===== src/rtl/pc_sequencer_pkg.sv =====
// Shared core definitions: reset/exception addresses, redirect source codes and
// the fetch sequencer state encoding.
package cpu_defs;

  localparam logic [31:0] RESET_PC   = 32'h0000_3000;
  localparam logic [31:0] EXC_VECTOR = 32'h0000_4180;

  // A numerically higher code wins arbitration.
  typedef enum logic [2:0] {
    SRC_NONE = 3'd0,
    SRC_JUMP = 3'd1,
    SRC_BR   = 3'd2,
    SRC_ERET = 3'd3,
    SRC_EXC  = 3'd4
  } redir_src_e;

  typedef enum logic {
    ST_FETCH = 1'b0,
    ST_HOLD  = 1'b1
  } seq_state_e;

  typedef struct packed {
    redir_src_e  src;
    logic [31:0] target;
  } redir_t;

  function automatic logic [31:0] align_pc(input logic [31:0] addr);
    return {addr[31:2], 2'b00};
  endfunction

endpackage


===== src/rtl/pc_sequencer_if.sv =====
// Instruction-memory fetch port between the PC sequencer and instruction memory.
// Handshake: imem_req is held high with imem_addr stable until the cycle
// imem_ready is high; that cycle completes the fetch of imem_addr. imem_ready
// outside an outstanding request carries no meaning.
interface pc_sequencer_if;
  logic        imem_req;
  logic [31:0] imem_addr;
  logic        imem_ready;

  modport master (output imem_req, output imem_addr, input imem_ready);
  modport slave  (input imem_req, input imem_addr, output imem_ready);
endinterface


===== src/rtl/pc_sequencer_redirect_arb.sv =====
// Fixed-priority redirect select (exc > eret > branch > jump), then a merge of the
// current winner with the buffered redirect; ties go to the newer request.
module redirect_arb #(
  parameter logic [31:0] EXC_VECTOR = cpu_defs::EXC_VECTOR
) (
  input  logic            exc_req,
  input  logic            eret_req,
  input  logic [31:0]     epc,
  input  logic            br_taken,
  input  logic [31:0]     br_target,
  input  logic            jump,
  input  logic [31:0]     j_target,
  input  cpu_defs::redir_t pend,
  output cpu_defs::redir_t cur,
  output cpu_defs::redir_t win
);
  import cpu_defs::*;

  always_comb begin
    cur = '{src: SRC_NONE, target: 32'h0};
    if (exc_req)       cur = '{src: SRC_EXC,  target: EXC_VECTOR};
    else if (eret_req) cur = '{src: SRC_ERET, target: epc};
    else if (br_taken) cur = '{src: SRC_BR,   target: br_target};
    else if (jump)     cur = '{src: SRC_JUMP, target: j_target};

    win = (cur.src >= pend.src) ? cur : pend;
  end

endmodule


===== src/rtl/pc_sequencer.sv =====
// Architectural PC register and fetch sequencer: issues fetches, freezes on
// hazard stalls and applies prioritised redirects, buffering one during a fetch.
module pc_sequencer #(
  parameter logic [31:0] RESET_PC   = cpu_defs::RESET_PC,
  parameter logic [31:0] EXC_VECTOR = cpu_defs::EXC_VECTOR
) (
  input  logic                 clk,
  input  logic                 reset,
  input  logic                 if_stall,
  input  logic                 exc_req,
  input  logic                 eret_req,
  input  logic [31:0]          epc,
  input  logic                 br_taken,
  input  logic [31:0]          br_target,
  input  logic                 jump,
  input  logic [31:0]          j_target,
  pc_sequencer_if.master       imem,
  output logic [31:0]          pc,
  output logic                 if_valid,
  output logic [31:0]          if_pc,
  output logic                 misalign,
  output cpu_defs::seq_state_e dbg_state
);
  import cpu_defs::*;

  seq_state_e  state_q, state_d;
  logic [31:0] pc_q, pc_d;
  redir_t      pend_q, pend_d;
  logic        misalign_q, misalign_d;
  redir_t      cur_redir, win_redir;
  logic        imem_req_c;
  logic        if_valid_c;

  redirect_arb #(.EXC_VECTOR(EXC_VECTOR)) u_arb (
    .exc_req   (exc_req),
    .eret_req  (eret_req),
    .epc       (epc),
    .br_taken  (br_taken),
    .br_target (br_target),
    .jump      (jump),
    .j_target  (j_target),
    .pend      (pend_q),
    .cur       (cur_redir),
    .win       (win_redir)
  );

  always_comb begin
    state_d    = state_q;
    pc_d       = pc_q;
    pend_d     = pend_q;
    misalign_d = 1'b0;
    imem_req_c = 1'b0;
    if_valid_c = 1'b0;
    case (state_q)
      ST_FETCH: begin
        imem_req_c = 1'b1;
        if (!imem.imem_ready) begin
          // imem_addr must stay stable, so redirects wait in the buffer.
          if (cur_redir.src != SRC_NONE && cur_redir.src >= pend_q.src)
            pend_d = cur_redir;
        end else if (win_redir.src != SRC_NONE) begin
          pc_d       = align_pc(win_redir.target);
          misalign_d = |win_redir.target[1:0];
          pend_d     = '{src: SRC_NONE, target: 32'h0};
        end else begin
          if_valid_c = 1'b1;
          if (if_stall) state_d = ST_HOLD;
          else          pc_d    = pc_q + 32'd4;
        end
      end
      ST_HOLD: begin
        if_valid_c = 1'b1;
        if (win_redir.src != SRC_NONE) begin
          pc_d       = align_pc(win_redir.target);
          misalign_d = |win_redir.target[1:0];
          pend_d     = '{src: SRC_NONE, target: 32'h0};
          state_d    = ST_FETCH;
        end else if (!if_stall) begin
          pc_d    = pc_q + 32'd4;
          state_d = ST_FETCH;
        end
      end
      default: state_d = ST_FETCH;
    endcase
  end

  always_ff @(posedge clk) begin
    if (reset) begin
      state_q    <= ST_FETCH;
      pc_q       <= RESET_PC;
      pend_q     <= '{src: SRC_NONE, target: 32'h0};
      misalign_q <= 1'b0;
    end else begin
      state_q    <= state_d;
      pc_q       <= pc_d;
      pend_q     <= pend_d;
      misalign_q <= misalign_d;
    end
  end

  assign imem.imem_req  = imem_req_c;
  assign imem.imem_addr = pc_q;
  assign pc             = pc_q;
  assign if_valid       = if_valid_c;
  assign if_pc          = pc_q;
  assign misalign       = misalign_q;
  assign dbg_state      = state_q;

endmodule


===== src/flat_wrapper.sv =====
// flat-port wrapper written by rule: the top's interface ports become plain ports
module pc_sequencer_flat import cpu_defs::*;
#(
  parameter logic [31:0] RESET_PC   = cpu_defs::RESET_PC,
  parameter logic [31:0] EXC_VECTOR = cpu_defs::EXC_VECTOR
)
  (clk, reset, if_stall, exc_req, eret_req, epc, br_taken, br_target, jump, j_target, pc, if_valid, if_pc, misalign, dbg_state, imem_imem_req, imem_imem_addr, imem_imem_ready);
  pc_sequencer_if imem_i ();
  input  logic clk;
  input  logic reset;
  input  logic if_stall;
  input  logic exc_req;
  input  logic eret_req;
  input  logic [31:0] epc;
  input  logic br_taken;
  input  logic [31:0] br_target;
  input  logic jump;
  input  logic [31:0] j_target;
  output logic [31:0] pc;
  output logic if_valid;
  output logic [31:0] if_pc;
  output logic misalign;
  output cpu_defs::seq_state_e dbg_state;
  output wire logic [$bits(imem_i.imem_req)-1:0] imem_imem_req;
  output wire logic [$bits(imem_i.imem_addr)-1:0] imem_imem_addr;
  input wire logic [$bits(imem_i.imem_ready)-1:0] imem_imem_ready;
  assign imem_imem_req = imem_i.imem_req;
  assign imem_imem_addr = imem_i.imem_addr;
  assign imem_i.imem_ready = imem_imem_ready;
  pc_sequencer #(.RESET_PC(RESET_PC), .EXC_VECTOR(EXC_VECTOR)) u_core (.clk(clk), .reset(reset), .if_stall(if_stall), .exc_req(exc_req), .eret_req(eret_req), .epc(epc), .br_taken(br_taken), .br_target(br_target), .jump(jump), .j_target(j_target), .imem(imem_i), .pc(pc), .if_valid(if_valid), .if_pc(if_pc), .misalign(misalign), .dbg_state(dbg_state));
endmodule

===== config.mk =====
export PLATFORM = sky130hd
export DESIGN_NAME = pc_sequencer_flat
export DESIGN_NICKNAME = d
export VERILOG_FILES = /design/src/rtl/pc_sequencer_pkg.sv /design/src/rtl/pc_sequencer_if.sv /design/src/rtl/pc_sequencer_redirect_arb.sv /design/src/rtl/pc_sequencer.sv /design/src/flat_wrapper.sv
export SDC_FILE = /design/constraint.sdc
export NUM_CORES = 1
export LEC_CHECK = 0
export CORE_ASPECT_RATIO = 0.6
export CORE_MARGIN = 2
export CORE_UTILIZATION = 30
export CTS_CLUSTER_SIZE = 25
export DETAILED_ROUTE_END_ITERATION = 12
export PLACE_DENSITY = 0.59
export REMOVE_ABC_BUFFERS = 1
export SKIP_LAST_GASP = 1
export SYNTH_ARGS = -nofsm -noshare
export SYNTH_HDL_FRONTEND = slang
export SYNTH_SLANG_ARGS = --single-unit

===== constraint.sdc =====
create_clock -name clk -period 3.35 [get_ports clk]
set_input_delay 0.335 -clock clk [delete_from_list [all_inputs] [get_ports clk]]
set_output_delay 0.335 -clock clk [all_outputs]
set_load 0.01 [all_outputs]

==> impl_metrics.toml, run 1 <==
[status]
status = "finished, final reports clean"

[setup_path]
slowest_stage = "clkdlybuf4s50_1"
reg2reg_from = "u_core.if_pc[8]"
crit_required_ns = 3.01
crit_path_start_kind = "input port"
path_cells = "clkdlybuf4s50_1 > buf_4 > ha_1 > a21oi_1 > o211ai_1 > o21ai_1 > nand2_1 > nand2_1 > clkdlybuf4s50_1"
endpoint_kind = "primary output"
path_class = "input port to primary output"
arrival_ns = 2.72
r2r_slack_ns = 0.80
path_delay_family = "buffers and inverters"
cp_num_buf_inv = 3
crit_path_start = "exc_req"
crit_fanout = 5
cpPeakStageDelay_ns = 0.53

[placed_design]
io_buffer_count = 197
place_area_um2 = 6830
routabilityCongestion = 0.924
place_inst = 999
hpwlAfterDp_um = 14600

[pwr]
leakagePower_nw = 2.47
netSwitchingFraction_pct = 31.0
p_clk_share_pct = 37.5
sequentialPowerShare_pct = 32.3
peakVddDrop_mv = 0.199
intPower_mw = 1.98
power_frac_comb_pct = 30.2
power.total_mw = 2.87
power.switching_mw = 0.891
power_density_nw_per_um2 = 401

[route]
first_pass_iters = 6
post-route-drc-count = 0
avgRoutedWirePerCell_um = 18.9
via_count = 5684
ant_nets = 0
via_per_inst = 5.60
detail_route.wirelength_um = 19200
drt_iter0_drc = 459

[final_layout]
finalInstanceArea_um2 = 7160
drive_above_1_share_pct = 8.51
num-nets-final = 890
fin_util_pct = 44.0
final_common_cell = "clkdlybuf4s50_1"
fill_cells = 1596
area_growth_pct = 43.0
layout_common_cells = "clkdlybuf4s50_1 (195), dfxtp_1 (67), nor2_1 (51), nand2_1 (51), a21oi_1 (33)"
finalNonFillerCells = 1015
n_antenna_cell = 0

[timing]
setup_tns_ns = 0
setup_viol = 0
skew_ns = 0.00685
fmax_ghz = 0.327
fin_crit_sh_pct = 91.2
finalMaxSlewViolations = 0
hold_viol_final = 0
slew-limit-headroom_pct = 42.5
tightestPinTransition_ns = 0.854
period_needed_ns = 3.05
rsz0062_at_grt = "false"

[die]
ioPinCount = 204
dieHeight_um = 104
die_area_um2 = 17800
die_x_um = 171
row_count = 36
initial_core_util_pct = 30.8
core_um2 = 16300

[clock_network]
cts_buffers = 9
htreeDepth = 3
cts_sinks = 67
hold_buffers = 0
cts_buffer_depth = 2
cts_setup_buffers = 0
clk_latency_ns = 0.34
cts_tree = "yes"
clk_pin_slew_ns = 0.06
clockRootBuffer = "clkbuf_16"
cts_resized = 0

[logic_synthesis]
yosysWarnings = 0
synthArstFlopShare_pct = 0
ys_ff_latch = 67
synth-main-ff-cell = "dfxtp_1"
synth-edff-count = 0
yosysSeqAreaShare_pct = 26.8
netlist_area_um2 = 5010
postSynthAreaPerCell_um2 = 7.72
syn_inst = 649
synth_cell_types = 75

[global_route]
track_usage_pct = 21.1
antenna_found_initial = 0
grt_max_degree = 50
grt_pass1_vias = 5309
grt_pass1_wl_um = 29400
grt_overflow_total = 0

[min_path]
holdCritStartpoint = "u_core.pend_q[9]"
hold_class = "flip-flop to flip-flop"

[job]
maxCapViolCount = 0
per-layer routing:
layer / global-route usage (%) / part of all wire [%] / routed length, µm / up-vias
li1: - / - / - / 2641
met1: 30.1 / 47 / 9050 / 2716
met2: 31.6 / 43 / 8170 / 309
met3: 5.63 / 9.2 / 1770 / 18
met4: 4.90 / 1.1 / 214 / 0
met5: 0 / 0 / 0 / -
registers in the layout, summed over array words and instances, names as in the netlist:
register / flops
u_core.dbg_state: 1
u_core.if_pc: 30
u_core.misalign: 1
u_core.pend_q: 35
Yosys cell counts (all sizes together), types with 9 or more instances:
cell type | instances | share of area [%]
a22oi | 28 | 4.3
inv | 28 | 2.1
a21oi | 34 | 3.5
a221oi | 31 | 5.5
nor4 | 9 | 1.5
dfxtp | 67 | 27
nor3 | 31 | 3.4
nand3b | 17 | 2.5
mux2i | 12 | 2.5
nand2b | 11 | 1.4
nand2 | 51 | 3.8
nor2 | 51 | 3.8
o211ai | 11 | 1.6
buf | 78 | 11
o21ai | 12 | 1.2
nand4 | 11 | 1.5
nand3 | 15 | 1.5
clkbuf | 33 | 2.5
nor2b | 20 | 2.5
cell families (layout without fill, tap and decap cells):
kind of cell               count (synthesis)  after routing  synth area share, %
AOI/OAI and AO/OA                        186            186                 28.2
adders and majority gates                  4              4                0.999
buffers and inverters                    140            273                 16.0
DFF                                       67             67                 26.8
muxes                                     13             13                 2.70
other                                      1              6               0.0749
and+or+nand+nor                          238            238                 25.3
worst reg2reg max path, stage by stage (launching register included):
cell,delay [ns]
dfxtp_1,0.52
nand4_2,0.28
nor4_1,0.82
nand4_1,0.28
or4_1,0.46
o211ai_1,0.11
metrics by stage:
step | worst slack (ns) | hold slack [ns]
floorplan | -0.720 | 0.404
global placement | 0.351 | 0.441
detailed placement | 0.298 | 0.451
CTS | 0.286 | 0.459
global route | 0.117 | 0.476
finish | 0.296 | 0.459
cell type report:
cell class              count  area (µm²)  share of cell area [%]
inverters                  29         109                    1.52
clock buffers              11         253                    3.53
well taps                 228         285                    3.98
clock inverters             5        83.8                    1.17
flip-flops and latches     67        1340                    18.7
multi-input cells         447        2900                    40.4
repair buffers            228        2190                    30.6
final timing paths:
kind / end / cells after the start
worst min-delay path: u_core.pend_q[9] / 2
worst max-delay path: if_valid / 9
worst min register to register: u_core.pend_q[9] / 2
worst max register to register: u_core.if_pc[31] / 5
power groups by stage:
| stage | Sequential, mW | Clock, mW | Combinational [mW] |
|---|---|---|---|
| after floorplan | 0.971 | 0 | 0.308 |
| after global placement | 0.940 | 0 | 0.850 |
| after detailed placement | 0.944 | 0 | 0.861 |
| after CTS | 0.927 | 1.09 | 0.866 |
| after global routing | 0.937 | 1.13 | 0.929 |
| final | 0.927 | 1.08 | 0.867 |
(Power assumes the default switching activity.)
==> run 2, diff against run 1 <==
==> constraint.sdc (replaced) <==
create_clock -name clk -period 3.35 [get_ports clk]
set_input_delay 0.335 -clock clk [delete_from_list [all_inputs] [get_ports clk]]
set_output_delay 0.335 -clock clk [all_outputs]
set_load 0.005 [all_outputs]
==> impl_metrics.toml, run 2 (synthesis gave the netlist of run 1 again) <==
[final_layout]
fin_util_pct = 43.7
top_register = "u_core.pend_q"
finalInstanceArea_um2 = 7110
layout_common_cells = "clkdlybuf4s50_1 (195), dfxtp_1 (67), nor2_1 (51), nand2_1 (51), a21oi_1 (33)"
fill_cells = 1591
num-nets-final = 890
drive_above_1_share_pct = 8.40
final_common_cell = "clkdlybuf4s50_1"
n_antenna_cell = 0
largest_reg_flops = 35
area_growth_pct = 41.9

[global_route]
grt_pass1_wl_um = 29500
grt_max_degree = 50
grt_pass1_vias = 5332
track_usage_pct = 21.2
grt_overflow_total = 0
antenna_found_initial = 0

[job]
maxCapViolCount = 0

[timing]
skew_ns = 0.00542
holdWs_ns = 0.455
period_needed_ns = 3.07
tightestPinTransition_ns = 0.817
fin_crit_sh_pct = 91.7
finalMaxSlewViolations = 0
hold_viol_final = 0
setup_viol = 0
slew-limit-headroom_pct = 45.1
fmax_ghz = 0.325
rsz0062_at_grt = "false"

[clock_network]
cts_sinks = 67
htreeDepth = 3
cts_setup_buffers = 0
clk_pin_slew_ns = 0.05
clk_latency_ns = 0.33
cts_tree = "yes"
cts_resized = 0
hold_buffers = 0
cts_buffers = 9
cts_buffer_depth = 2
clockRootBuffer = "clkbuf_16"

[setup_path]
path_delay_family = "buffers and inverters"
endpoint_kind = "primary output"
path_cells = "clkdlybuf4s50_1 > o21bai_1 > ha_1 > nor2b_1 > o211ai_1 > o21ai_1 > nand2_1 > nand2_1 > clkdlybuf4s50_1"
reg2reg_from = "u_core.if_pc[8]"
crit_path_start_kind = "input port"
cp_num_buf_inv = 2
slowest_stage = "clkdlybuf4s50_1"
crit_path_start = "exc_req"
crit_fanout = 6
arrival_ns = 2.74
cpPeakStageDelay_ns = 0.56
crit_required_ns = 3.01
path_class = "input port to primary output"

[pwr]
netSwitchingFraction_pct = 31.3
p_clk_share_pct = 32.9
leakagePower_nw = 2.45
intPower_mw = 1.80
power.switching_mw = 0.820
peakVddDrop_mv = 0.216
power_frac_comb_pct = 31.7
sequentialPowerShare_pct = 35.4
power_density_nw_per_um2 = 369
power.total_mw = 2.62

[route]
drt_iter0_drc = 491
post-route-drc-count = 0
via_count = 5544
first_pass_iters = 6
via_per_inst = 5.47
avgRoutedWirePerCell_um = 18.6
ant_nets = 0
detail_route.wirelength_um = 18900

[status]
status = "finished, final reports clean"

[placed_design]
hpwlAfterDp_um = 14500
routabilityCongestion = 0.888
place_area_um2 = 6840
io_buffer_count = 197

[die]
ioPinCount = 204
initial_core_util_pct = 30.8
die_x_um = 171
row_count = 36
dieHeight_um = 104
core_um2 = 16300
die_area_um2 = 17800

[min_path]
hold_class = "flip-flop to flip-flop"
holdCritStartpoint = "u_core.pend_q[18]"
==> run 2: cell count changes in the layout (fill, tap and decap cells not counted) <==
| cell | previous run | this run |
|---|---|---|
| inv_6 | 1 | 0 |
| clkbuf_8 | 2 | 1 |
| buf_4 | 31 | 30 |
| clkinv_2 | 0 | 3 |
| buf_12 | 0 | 1 |
| bufinv_16 | 2 | 0 |
==> run 2: final cells by class <==
type	instances	area (µm²)	share of cell area, %
clock buffers	10	239	3.36
clock inverters	5	30.0	0.423
inverters	29	109	1.53
multi-input cells	447	2900	40.7
flip-flops and latches	67	1340	18.9
well taps	228	285	4.01
repair buffers	228	2210	31.1
==> run 2: final timing paths <==
check,to,slack [ns],cells past startpoint
worst max register to register,u_core.if_pc[22],0.83,5
worst min register to register,u_core.pend_q[18],0.46,2
worst max-delay path,if_valid,0.28,9
worst min-delay path,u_core.pend_q[18],0.46,2
==> run 2: tightest hold or removal path, stage by stage (launching register included) <==
cell	delay [ns]
dfxtp_1	0.31
nand2_1	0.05
a21oi_1	0.05
==> run 2: stage by stage <==
step	setup slack [ns]	cells	setup TNS, ns
floorplan	-0.720	543	-21.23
finish	0.277	1014	0
detailed placement	0.284	999	0
global placement	0.320	999	0
global route	0.129	1014	0
CTS	0.280	1014	0
==> run 2: power by group through the flow <==
stage | registers, mW | clock network, mW | logic [mW]
CTS | 0.928 | 0.878 | 0.830
detailed placement | 0.945 | 0 | 0.825
global placement | 0.941 | 0 | 0.817
global route | 0.939 | 0.920 | 0.898
floorplan | 0.936 | 0 | 0.305
finish | 0.928 | 0.861 | 0.830
==> run 2: metal layers <==
metal	up-vias	wire [µm]	GRT usage (%)
li1	2635	-	-
met1	2618	9280	30.9
met2	272	7870	31.3
met3	19	1510	4.83
met4	0	248	5.02
met5	-	0	0
==> run 3, diff against run 2 <==
- CELL_PAD_IN_SITES_DETAIL_PLACEMENT: default -> 1
- CELL_PAD_IN_SITES_GLOBAL_PLACEMENT: default -> 1
- PLACE_DENSITY: 0.59 -> 0.8
==> impl_metrics.toml, run 3 (synthesis gave the netlist of run 1 again) <==
[min_path]
holdCritStartpoint = "reset"
min_to = "u_core.pend_q[28]"
whs_path_depth = 2
hold_class = "input port to flip-flop"

[setup_path]
r2r_slack_ns = 0.81
path_delay_family = "buffers and inverters"
crit_required_ns = 3.01
path_class = "input port to primary output"
crit_fanout = 3
ff2ff_path_depth = 8
r2r-end = "u_core.if_pc[3]"
cpPeakStageDelay_ns = 0.49
cp_num_buf_inv = 2
path_cells = "clkdlybuf4s50_1 > nor2b_1 > o21bai_1 > ha_1 > nor2b_1 > o211ai_1 > o21ai_1 > nand2_1 > nand2_1 > clkdlybuf4s50_1"
crit_path_start_kind = "input port"
arrival_ns = 2.82
slowest_stage = "clkdlybuf4s50_1"
endpoint_kind = "primary output"
reg2reg_from = "u_core.pend_q[34]"

[clock_network]
cts_setup_buffers = 0
htreeDepth = 3
cts_resized = 0
cts_buffer_depth = 2
cts_buffers = 9
clk_latency_ns = 0.34
cts_sinks = 67
hold_buffers = 0
cts_tree = "yes"
clk_pin_slew_ns = 0.05
clockRootBuffer = "clkbuf_16"

[route]
ant_nets = 0
via_per_inst = 5.63
first_pass_iters = 5
drt_iter0_drc = 337
via_count = 5681
avgRoutedWirePerCell_um = 20.4
post-route-drc-count = 0
detail_route.wirelength_um = 20600

[placed_design]
io_buffer_count = 197
place_inst = 994
hpwlAfterDp_um = 16000
place_area_um2 = 6780
routabilityCongestion = 0.867
post-place-ws_ns = 0.112

[die]
ioPinCount = 204
die_area_um2 = 17800
initial_core_util_pct = 30.8
dieHeight_um = 104
core_um2 = 16300
row_count = 36
die_x_um = 171

[timing]
fmax_ghz = 0.317
tightestPinTransition_ns = 0.906
slew-limit-headroom_pct = 39.0
period_needed_ns = 3.16
skew_ns = 0.00724
setup_slack_ns = 0.195
setup_viol = 0
finalMaxSlewViolations = 0
hold_viol_final = 0
rsz0062_at_grt = "false"
fin_crit_sh_pct = 94.2

[final_layout]
area_growth_pct = 41.0
top_register = "u_core.pend_q"
fin_util_pct = 43.4
num-nets-final = 885
finalNonFillerCells = 1009
finalInstanceArea_um2 = 7060
fill_cells = 1948
drive_above_1_share_pct = 7.81
layout_common_cells = "clkdlybuf4s50_1 (194), dfxtp_1 (67), nor2_1 (51), nand2_1 (51), a21oi_1 (33)"
largest_reg_flops = 35
final_common_cell = "clkdlybuf4s50_1"
n_antenna_cell = 0

[pwr]
power_density_nw_per_um2 = 380
leakagePower_nw = 2.43
peakVddDrop_mv = 0.272

[global_route]
track_usage_pct = 23.2
antenna_found_initial = 2
grt_max_degree = 62
grt_pass1_vias = 5828
grt_pass1_wl_um = 32500
grt_overflow_total = 0

[job]
maxCapViolCount = 0

[status]
status = "finished, final reports clean"
## run 3: cell count changes in the layout (fill, tap and decap cells not counted), sizes merged
cell,previous run,this run
clkdlybuf4s50,195,194
buf,33,29
clkinv,4,3
clkinvlp,2,0
clkbuf,10,13
## run 3: final cells by class
cell class	count	area [µm²]	area share, %
Clock buffer	13	270	3.83
Timing Repair Buffer	223	2150	30.5
Inverter	29	109	1.54
Sequential cell	67	1340	19.0
Multi-Input combinational cell	447	2900	41.0
Tap cell	228	285	4.04
Clock inverter	2	10.0	0.142
## run 3: per-layer routing
layer / up-vias / track usage [%] / part of all wire (%)
met3: 33 / 4.45 / 7.0
li1: 2627 / - / -
met5: - / 0 / 0.053
met2: 238 / 36.9 / 45
met1: 2781 / 32.2 / 46
met4: 2 / 6.11 / 1.9
## run 3: worst max-delay path by stage
| stage | from | endpoint | slack [ns] | cells after the start |
|---|---|---|---|---|
| finish | jump | if_valid | 0.19 | 10 |
| global route | jump | if_valid | 0.02 | 10 |
| global placement | jump | u_core.if_pc[25] | 0.25 | 10 |
| CTS | jump | if_valid | 0.17 | 10 |
| detailed placement | jump | u_core.if_pc[25] | 0.11 | 10 |
| floorplan | jump | u_core.if_pc[26] | -0.72 | 8 |
## run 3: through the flow
step	power [mW]	setup TNS (ns)	hold slack, ns
floorplan	1.24	-21.23	0.404
global placement	1.75	0	0.441
detailed placement	1.78	0	0.447
CTS	2.69	0	0.420
global route	2.80	0	0.441
finish	2.68	0	0.435
## run 3: report_power, final
group / total [mW] / switching [mW] / internal (mW)
Sequential: 0.933 / 0.0841 / 0.849
Clock: 0.911 / 0.356 / 0.555
Combinational: 0.837 / 0.404 / 0.433
